<file path="src/rtl/mvm_par_stream_if.sv">
// mvm_par_stream_if
//   Generic valid/ready/data stream bundle used for both the element load
//   path (W = B) and the result path (W = OW) of mvm_par_stream.
//   master: drives valid/data, receives ready.
//   slave : receives valid/data, drives ready.
interface mvm_par_stream_if #(parameter int W = 8);
  logic         valid;
  logic         ready;
  logic [W-1:0] data;

  modport master (output valid, output data, input  ready);
  modport slave  (input  valid, input  data, output ready);
endinterface

</file>
<file path="src/rtl/mvm_par_stream.sv">
// mvm_par_stream
//   Matrix-vector multiplier y = A*x with P parallel MAC lanes.
//   A (KxK, row-major) and x (K) are loaded over in_s; the K results are
//   streamed out over out_m in index order with backpressure.
//   Optional: define MVM_RELU_EN to clamp negative y values to 0 before
//   they are stored.
// Ports:
//   clk, reset            clock, synchronous active-high reset
//   loadMatrix/loadVector command pulses (sampled in IDLE only)
//   start                 command pulse: compute y
//   in_s  (slave)         element stream, B-bit signed data
//   out_m (master)        result stream, OW-bit signed data
//   busy                  high whenever not IDLE
//   done                  high in the cycle y[K-1] is accepted

// Per-lane datapath: registered A read -> multiply register -> accumulate.
module mvm_par_lane #(
  parameter int B  = 8,
  parameter int OW = 19
) (
  input  logic                 clk,
  input  logic                 reset,
  input  logic                 issue,   // A element on a_el is valid this cycle
  input  logic                 mul_en,  // a_rd_q/x_rd hold a valid pair
  input  logic                 acc_en,  // prod_q holds a valid product
  input  logic                 clr,     // last cycle of the row group
  input  logic signed [B-1:0]  a_el,
  input  logic signed [B-1:0]  x_rd,
  output logic signed [OW-1:0] y_val
);
  logic signed [B-1:0]    a_rd_q, a_rd_d;
  logic signed [2*B-1:0]  prod_q, prod_d;
  logic signed [OW-1:0]   acc_q, acc_d, prod_ext, sum;

  always_comb begin
    a_rd_d   = issue  ? a_el : a_rd_q;
    prod_d   = mul_en ? a_rd_q * x_rd : prod_q;
    prod_ext = OW'(prod_q);
    sum      = acc_en ? acc_q + prod_ext : acc_q;
    // the final product lands in the same cycle the group ends, so y is
    // taken from the sum rather than from acc_q
    acc_d    = clr ? '0 : sum;
`ifdef MVM_RELU_EN
    y_val    = sum[OW-1] ? '0 : sum;
`else
    y_val    = sum;
`endif
  end

  always_ff @(posedge clk) begin
    if (reset) begin
      a_rd_q <= '0;
      prod_q <= '0;
      acc_q  <= '0;
    end else begin
      a_rd_q <= a_rd_d;
      prod_q <= prod_d;
      acc_q  <= acc_d;
    end
  end
endmodule

module mvm_par_stream #(
  parameter int K    = 8,
  parameter int LOGK = 3,
  parameter int B    = 8,
  parameter int P    = 2,
  parameter int OW   = 2*B+LOGK
) (
  input  logic             clk,
  input  logic             reset,
  input  logic             loadMatrix,
  input  logic             loadVector,
  input  logic             start,
  mvm_par_stream_if.slave  in_s,
  mvm_par_stream_if.master out_m,
  output logic             busy,
  output logic             done
);
  localparam int NG = K / P;
  localparam int AW = $clog2(K*K);
  localparam int IW = $clog2(K);
  localparam int CW = $clog2(K+2);
  localparam int GW = (NG > 1) ? $clog2(NG) : 1;

  localparam logic [2:0] S_IDLE    = 3'd0;
  localparam logic [2:0] S_LOAD_A  = 3'd1;
  localparam logic [2:0] S_LOAD_X  = 3'd2;
  localparam logic [2:0] S_COMPUTE = 3'd3;
  localparam logic [2:0] S_OUTPUT  = 3'd4;

  logic [2:0]           state_q, state_d;
  logic [AW-1:0]        ld_cnt_q, ld_cnt_d;
  logic [CW-1:0]        cnt_q, cnt_d;
  logic [GW-1:0]        grp_q, grp_d;
  logic [IW-1:0]        out_i_q, out_i_d;
  logic                 out_valid_q, out_valid_d;
  logic [OW-1:0]        data_out_q, data_out_d;
  logic signed [B-1:0]  x_rd_q, x_rd_d;
  logic [2:1]           vld_pipe_q;
  logic [2:0]           vld_pipe;

  logic [B-1:0]         a_mem [K*K];
  logic [B-1:0]         x_mem [K];
  logic [OW-1:0]        y_mem [K];

  logic                 accept_in, accept_out, issue, grp_end;
  logic [IW-1:0]        cidx;
  logic [P-1:0][AW-1:0] a_addr;
  logic [P-1:0][OW-1:0] lane_y;

  assign in_s.ready  = (state_q == S_LOAD_A) || (state_q == S_LOAD_X);
  assign accept_in   = in_s.valid && in_s.ready;
  assign out_m.valid = out_valid_q;
  assign out_m.data  = data_out_q;
  assign accept_out  = out_valid_q && out_m.ready;
  assign busy        = (state_q != S_IDLE);
  assign done        = accept_out && (out_i_q == IW'(K-1));

  // Stage 0 issues reads for column cnt while cnt < K; stages 1/2 are the
  // multiply and accumulate steps of the same element.
  assign issue    = (state_q == S_COMPUTE) && (cnt_q < CW'(K));
  assign grp_end  = (state_q == S_COMPUTE) && (cnt_q == CW'(K+1));
  assign cidx     = cnt_q[IW-1:0];
  assign vld_pipe = {vld_pipe_q, issue};
  assign x_rd_d   = issue ? x_mem[cidx] : x_rd_q;

  for (genvar p = 0; p < P; p++) begin : g_lane
    assign a_addr[p] = AW'((int'(grp_q)*P + p)*K + int'(cidx));
    mvm_par_lane #(.B(B), .OW(OW)) u_lane (
      .clk    (clk),
      .reset  (reset),
      .issue  (vld_pipe[0]),
      .mul_en (vld_pipe[1]),
      .acc_en (vld_pipe[2]),
      .clr    (grp_end),
      .a_el   (a_mem[a_addr[p]]),
      .x_rd   (x_rd_q),
      .y_val  (lane_y[p])
    );
  end

  always_comb begin
    state_d     = state_q;
    ld_cnt_d    = ld_cnt_q;
    cnt_d       = cnt_q;
    grp_d       = grp_q;
    out_i_d     = out_i_q;
    out_valid_d = out_valid_q;
    data_out_d  = data_out_q;
    case (state_q)
      S_IDLE: begin
        ld_cnt_d = '0;
        if (loadMatrix)      state_d = S_LOAD_A;
        else if (loadVector) state_d = S_LOAD_X;
        else if (start) begin
          state_d = S_COMPUTE;
          cnt_d   = '0;
          grp_d   = '0;
        end
      end
      S_LOAD_A: if (accept_in) begin
        ld_cnt_d = ld_cnt_q + 1'b1;
        if (ld_cnt_q == AW'(K*K-1)) begin
          state_d  = S_IDLE;
          ld_cnt_d = '0;
        end
      end
      S_LOAD_X: if (accept_in) begin
        ld_cnt_d = ld_cnt_q + 1'b1;
        if (ld_cnt_q == AW'(K-1)) begin
          state_d  = S_IDLE;
          ld_cnt_d = '0;
        end
      end
      S_COMPUTE: begin
        if (grp_end) begin
          cnt_d = '0;
          if (grp_q == GW'(NG-1)) begin
            state_d = S_OUTPUT;
            grp_d   = '0;
            out_i_d = '0;
          end else begin
            grp_d = grp_q + 1'b1;
          end
        end else begin
          cnt_d = cnt_q + 1'b1;
        end
      end
      S_OUTPUT: begin
        // y storage takes its last write on the final COMPUTE edge, so the
        // first cycle here only primes the output register.
        if (!out_valid_q) begin
          out_valid_d = 1'b1;
          data_out_d  = y_mem[out_i_q];
        end else if (out_m.ready) begin
          if (out_i_q == IW'(K-1)) begin
            out_valid_d = 1'b0;
            out_i_d     = '0;
            state_d     = S_IDLE;
          end else begin
            out_i_d    = out_i_q + 1'b1;
            data_out_d = y_mem[out_i_q + 1'b1];
          end
        end
      end
      default: state_d = S_IDLE;
    endcase
  end

  always_ff @(posedge clk) begin
    if (reset) begin
      state_q     <= S_IDLE;
      ld_cnt_q    <= '0;
      cnt_q       <= '0;
      grp_q       <= '0;
      out_i_q     <= '0;
      out_valid_q <= 1'b0;
      data_out_q  <= '0;
      x_rd_q      <= '0;
      vld_pipe_q  <= '0;
    end else begin
      state_q     <= state_d;
      ld_cnt_q    <= ld_cnt_d;
      cnt_q       <= cnt_d;
      grp_q       <= grp_d;
      out_i_q     <= out_i_d;
      out_valid_q <= out_valid_d;
      data_out_q  <= data_out_d;
      x_rd_q      <= x_rd_d;
      vld_pipe_q  <= vld_pipe[1:0];
    end
  end

  // Storage is deliberately not reset so a restart can reuse loaded A/x.
  always_ff @(posedge clk) begin
    if (!reset && accept_in) begin
      if (state_q == S_LOAD_A) a_mem[ld_cnt_q]         <= in_s.data;
      else                     x_mem[ld_cnt_q[IW-1:0]] <= in_s.data;
    end
    if (!reset && grp_end) begin
      for (int p = 0; p < P; p++)
        y_mem[IW'(int'(grp_q)*P + p)] <= lane_y[p];
    end
  end
endmodule

</file>
<file path="src/flat_wrapper.sv">
// flat-port wrapper written by rule: the top's interface ports become plain ports
module mvm_par_stream_flat 
#(
  parameter int K    = 8,
  parameter int LOGK = 3,
  parameter int B    = 8,
  parameter int P    = 2,
  parameter int OW   = 2*B+LOGK
)
  (clk, reset, loadMatrix, loadVector, start, busy, done, in_s_valid, in_s_data, in_s_ready, out_m_valid, out_m_data, out_m_ready);
  mvm_par_stream_if #(.W(B)) in_s_i ();
  mvm_par_stream_if #(.W(OW)) out_m_i ();
  input  logic clk;
  input  logic reset;
  input  logic loadMatrix;
  input  logic loadVector;
  input  logic start;
  output logic busy;
  output logic done;
  input wire logic [$bits(in_s_i.valid)-1:0] in_s_valid;
  input wire logic [$bits(in_s_i.data)-1:0] in_s_data;
  output wire logic [$bits(in_s_i.ready)-1:0] in_s_ready;
  output wire logic [$bits(out_m_i.valid)-1:0] out_m_valid;
  output wire logic [$bits(out_m_i.data)-1:0] out_m_data;
  input wire logic [$bits(out_m_i.ready)-1:0] out_m_ready;
  assign in_s_i.valid = in_s_valid;
  assign in_s_i.data = in_s_data;
  assign in_s_ready = in_s_i.ready;
  assign out_m_valid = out_m_i.valid;
  assign out_m_data = out_m_i.data;
  assign out_m_i.ready = out_m_ready;
  mvm_par_stream #(.K(K), .LOGK(LOGK), .B(B), .P(P), .OW(OW)) u_core (.clk(clk), .reset(reset), .loadMatrix(loadMatrix), .loadVector(loadVector), .start(start), .in_s(in_s_i), .out_m(out_m_i), .busy(busy), .done(done));
endmodule
</file>
<file path="config.mk">
export PLATFORM = sky130hd
export DESIGN_NAME = mvm_par_stream_flat
export DESIGN_NICKNAME = d
export VERILOG_FILES = /design/src/rtl/mvm_par_stream_if.sv /design/src/rtl/mvm_par_stream.sv /design/src/flat_wrapper.sv
export SDC_FILE = /design/constraint.sdc
export NUM_CORES = 2
export LEC_CHECK = 0
export ABC_CLOCK_PERIOD_IN_PS = 7020
export BUFFER_PORTS_ARGS = -buffer_cell sky130_fd_sc_hd__buf_2
export CAP_MARGIN = 0
export CORE_MARGIN = 10
export CORE_UTILIZATION = 47
export CTS_CLUSTER_DIAMETER = 60
export DETAILED_ROUTE_END_ITERATION = 16
export PLACE_DENSITY_LB_ADDON = 0.15
export SKIP_LAST_GASP = 1
export SLEW_MARGIN = 20
export SYNTH_ARGS = -nofsm -noshare
export SYNTH_HDL_FRONTEND = slang
export SYNTH_SLANG_ARGS = --single-unit
</file>
<file path="constraint.sdc">
create_clock -name clk -period 7.02 [get_ports clk]
set_input_delay 1.053 -clock clk [delete_from_list [all_inputs] [get_ports clk]]
set_output_delay 1.053 -clock clk [all_outputs]
set_load 0.01 [all_outputs]
</file>
==> flow_metrics.env <==
export IMPL_grt_overflow_total=0
export IMPL_synthTopCellsByCount="728 x edfxtp_1, 236 x mux4_2, 199 x nor2_1"
export IMPL_ys_types=69
export IMPL_dieArea_um2=99700
export IMPL_grt_pass1_wl_mm=141
export IMPL_status="complete, no violations"
export IMPL_die_x_um=316
export IMPL_ys_flop_type="edfxtp_1"
export IMPL_nNetsFinal=2885
export IMPL_clk_path_buf_depth=3
export IMPL_cts_buffers=94
export IMPL_peakVddDrop_uv=267
export IMPL_worstSetupPathType="reg -> reg"
export IMPL_placed_cell_area_um2=42500
export IMPL_synth_avg_cell_area_um2=15.7
export IMPL_groute_usage_overall_pct=18.4
export IMPL_maxCapViolations=0
export IMPL_maxSlewHeadroom_pct=30.0
export IMPL_crit_fanout=17
export IMPL_totalWireLength_mm=90.6
export IMPL_min_period_ns=4.88
export IMPL_cp_end_kind="flop"
export IMPL_syn_inst=2621
export IMPL_path_clk_slew_ns=0.06
export IMPL_hp_class="reg -> reg"
export IMPL_synth_top_area_share_pct=53.2
export IMPL_hpwl_mm=58.5
export IMPL_die_y_um=316
export IMPL_synth_seq_cells=865
export IMPL_ys_seq_area_share_pct=59.8
export IMPL_grt_max_degree=100
export IMPL_drive_gt1_share_pct=18.3
export IMPL_yosys_area_top_type="edfxtp_1"
export IMPL_start_util_pct=47.4
export IMPL_antenna_left=0
export IMPL_root_buffer="clkbuf_16"
export IMPL_finalHoldViolations=0
export IMPL_antenna_found_initial=1
export IMPL_min_path_cells=2
export IMPL_fin_skew_ns=0.0718
export IMPL_arrival_ns=5.44
export IMPL_synth_edff_count=728
export IMPL_synth_async_reset_ratio_pct=0
export IMPL_cts_sinks=865
export IMPL_drt_pass1_iterations=5
export IMPL_first_global_vias=22900
export IMPL_tns_ns=0
export IMPL_cts_setup_buffers=0
export IMPL_setup_viol_count_final=0
export IMPL_crit_required_ns=7.59
export IMPL_synth_area_um2=41100
export IMPL_final_cells=3889
export IMPL_worst_pin_slew_ns=1.05
export IMPL_reg2reg_depth=17
export IMPL_wire_per_inst_um=23.3
export IMPL_multi_input_area_um2=15400
export IMPL_num_rows=108
export IMPL_drt_iter0_markers=1767
export IMPL_drc=0
export IMPL_dp_cells=3714
export IMPL_critPathLaunchType="flop"
export IMPL_clk_latency_ns=0.67
export IMPL_routabilityCongestion=0.805
export IMPL_powerDensity_nw_per_um2=276
export IMPL_ctsHoldBuffers=0
export IMPL_post_cts_resized=0
export IMPL_yosysMostFrequentCell="edfxtp_1"
export IMPL_p_leak_nw=16.0
export IMPL_ys_warn_count=0
export IMPL_ios=38
export IMPL_vias=22000
export IMPL_period_share_pct=69.5
export IMPL_final_area_um2=45800
export IMPL_htreeDepth=3
export IMPL_area_delta_synth_final_pct=11.3
export IMPL_slew_violations=0
export IMPL_synthTopCellsByArea="edfxtp_1 53%, mux4_2 13%, dfxtp_1 6.7%, fa_1 5.5%, ha_1 3.1%"
export IMPL_nFillCells=7077
export IMPL_fmax_mhz=205
export IMPL_cts_tree="done"
export IMPL_routed_via_density=5.65
export IMPL_io_buffers=37
export IMPL_rsz0062_at_grt="false"
export IMPL_synth_fp_nets=2851
export IMPL_seqCellArea_um2=24600
export IMPL_core_um2=86800
-- sequential cells by signal, indices dropped and copies added (netlist names), named ones only --
register,count
u_core.x_rd_q,8
u_core.g_lane.u_lane.prod_q,32
u_core.out_i_q,3
u_core.a_mem,512
u_core.out_m.valid,1
u_core.x_mem,64
u_core.cnt_q,4
u_core.vld_pipe_q,2
u_core.ld_cnt_q,6
u_core.g_lane.u_lane.a_rd_q,16
u_core.grp_q,2
u_core.out_m.data,19
u_core.state_q,3
u_core.y_mem,152
u_core.g_lane.u_lane.acc_q,38
-- power breakdown --
group	leakage (nW)	switching [W]	internal, W
Clock	1.58	0.00205	0.00302
Sequential	7.73	0.000148	0.00560
Combinational	6.66	0.000971	0.000853
-- per-layer routing --
layer  part of all wire [%]  up-vias  GRT usage (%)
li1                       -     9970              -
met1                     44    11400           25.5
met2                     49      497           30.6
met3                    5.0       93           2.86
met4                    1.6        2           4.30
met5                  0.014        -              0
-- final timing paths --
check | startpoint | slack (ns) | to
min | u_core.out_m.data[9] | 0.48 | u_core.out_m.data[9]
max reg2reg | u_core.x_rd_q[2] | 2.14 | u_core.g_lane[0].u_lane.prod_q[15]
max | u_core.x_rd_q[2] | 2.14 | u_core.g_lane[0].u_lane.prod_q[15]
min reg2reg | u_core.out_m.data[9] | 0.48 | u_core.out_m.data[9]
-- worst max-delay path, cell delays in order (launching register included) --
cell       delay (ns)
dfxtp_1          0.72
nand2_1          0.25
fa_1             0.54
inv_1            0.06
fa_1             0.49
fa_1             0.49
inv_1            0.05
fa_1             0.47
inv_1            0.04
ha_1             0.32
o21ai_1          0.11
a21boi_1         0.09
and3_1           0.21
a2111oi_4        0.41
o21bai_2         0.09
a21oi_2          0.15
xnor2_1          0.09
a211oi_2         0.20
-- cells by family (layout without fill, tap and decap cells) --
group	count (synthesis)	in the layout	share of synthesized area [%]
multiplexers	381	381	16.5
AND/OR/NAND/NOR	529	529	6.36
XOR/XNOR	63	63	1.36
AO/OA/AOI/OAI	263	263	4.44
other	0	1	0
flip-flops	865	865	59.8
adder cells (fa/ha/maj)	215	215	8.59
buffers and inverters	305	417	2.89
-- cells in the final DEF, fill, tap and decap left out, types with 25 or more instances in the layout --
master / count
nor2b_1: 73
mux2_2: 25
xnor2_1: 47
ha_1: 102
nor2_1: 198
buf_4: 27
nand2_1: 78
inv_1: 173
mux4_2: 236
and2_1: 86
fa_1: 112
mux2i_1: 120
a211oi_1: 73
dfxtp_1: 130
clkbuf_16: 95
a21oi_1: 76
buf_2: 36
edfxtp_1: 728
-- through the flow --
stage	setup WS, ns	utilization (%)	hold slack [ns]	power, W
after floorplan	2.51	-	0.444	0.00715
after global placement	2.26	49.0	0.462	0.00769
after detailed placement	2.16	49.0	0.470	0.00772
after CTS	2.13	52.7	0.485	0.0128
after global routing	1.87	52.8	0.510	0.0131
final	2.14	52.8	0.480	0.0127
-- final cells by class --
type	count	area share (%)
Antenna cell	1	0.00547
Multi-Input combinational cell	1451	33.6
Sequential cell	865	53.8
Inverter	178	1.46
Timing Repair Buffer	65	0.924
Clock inverter	55	1.57
Tap cell	1155	3.16
Clock buffer	119	5.52
(Power assumes the default switching activity.)
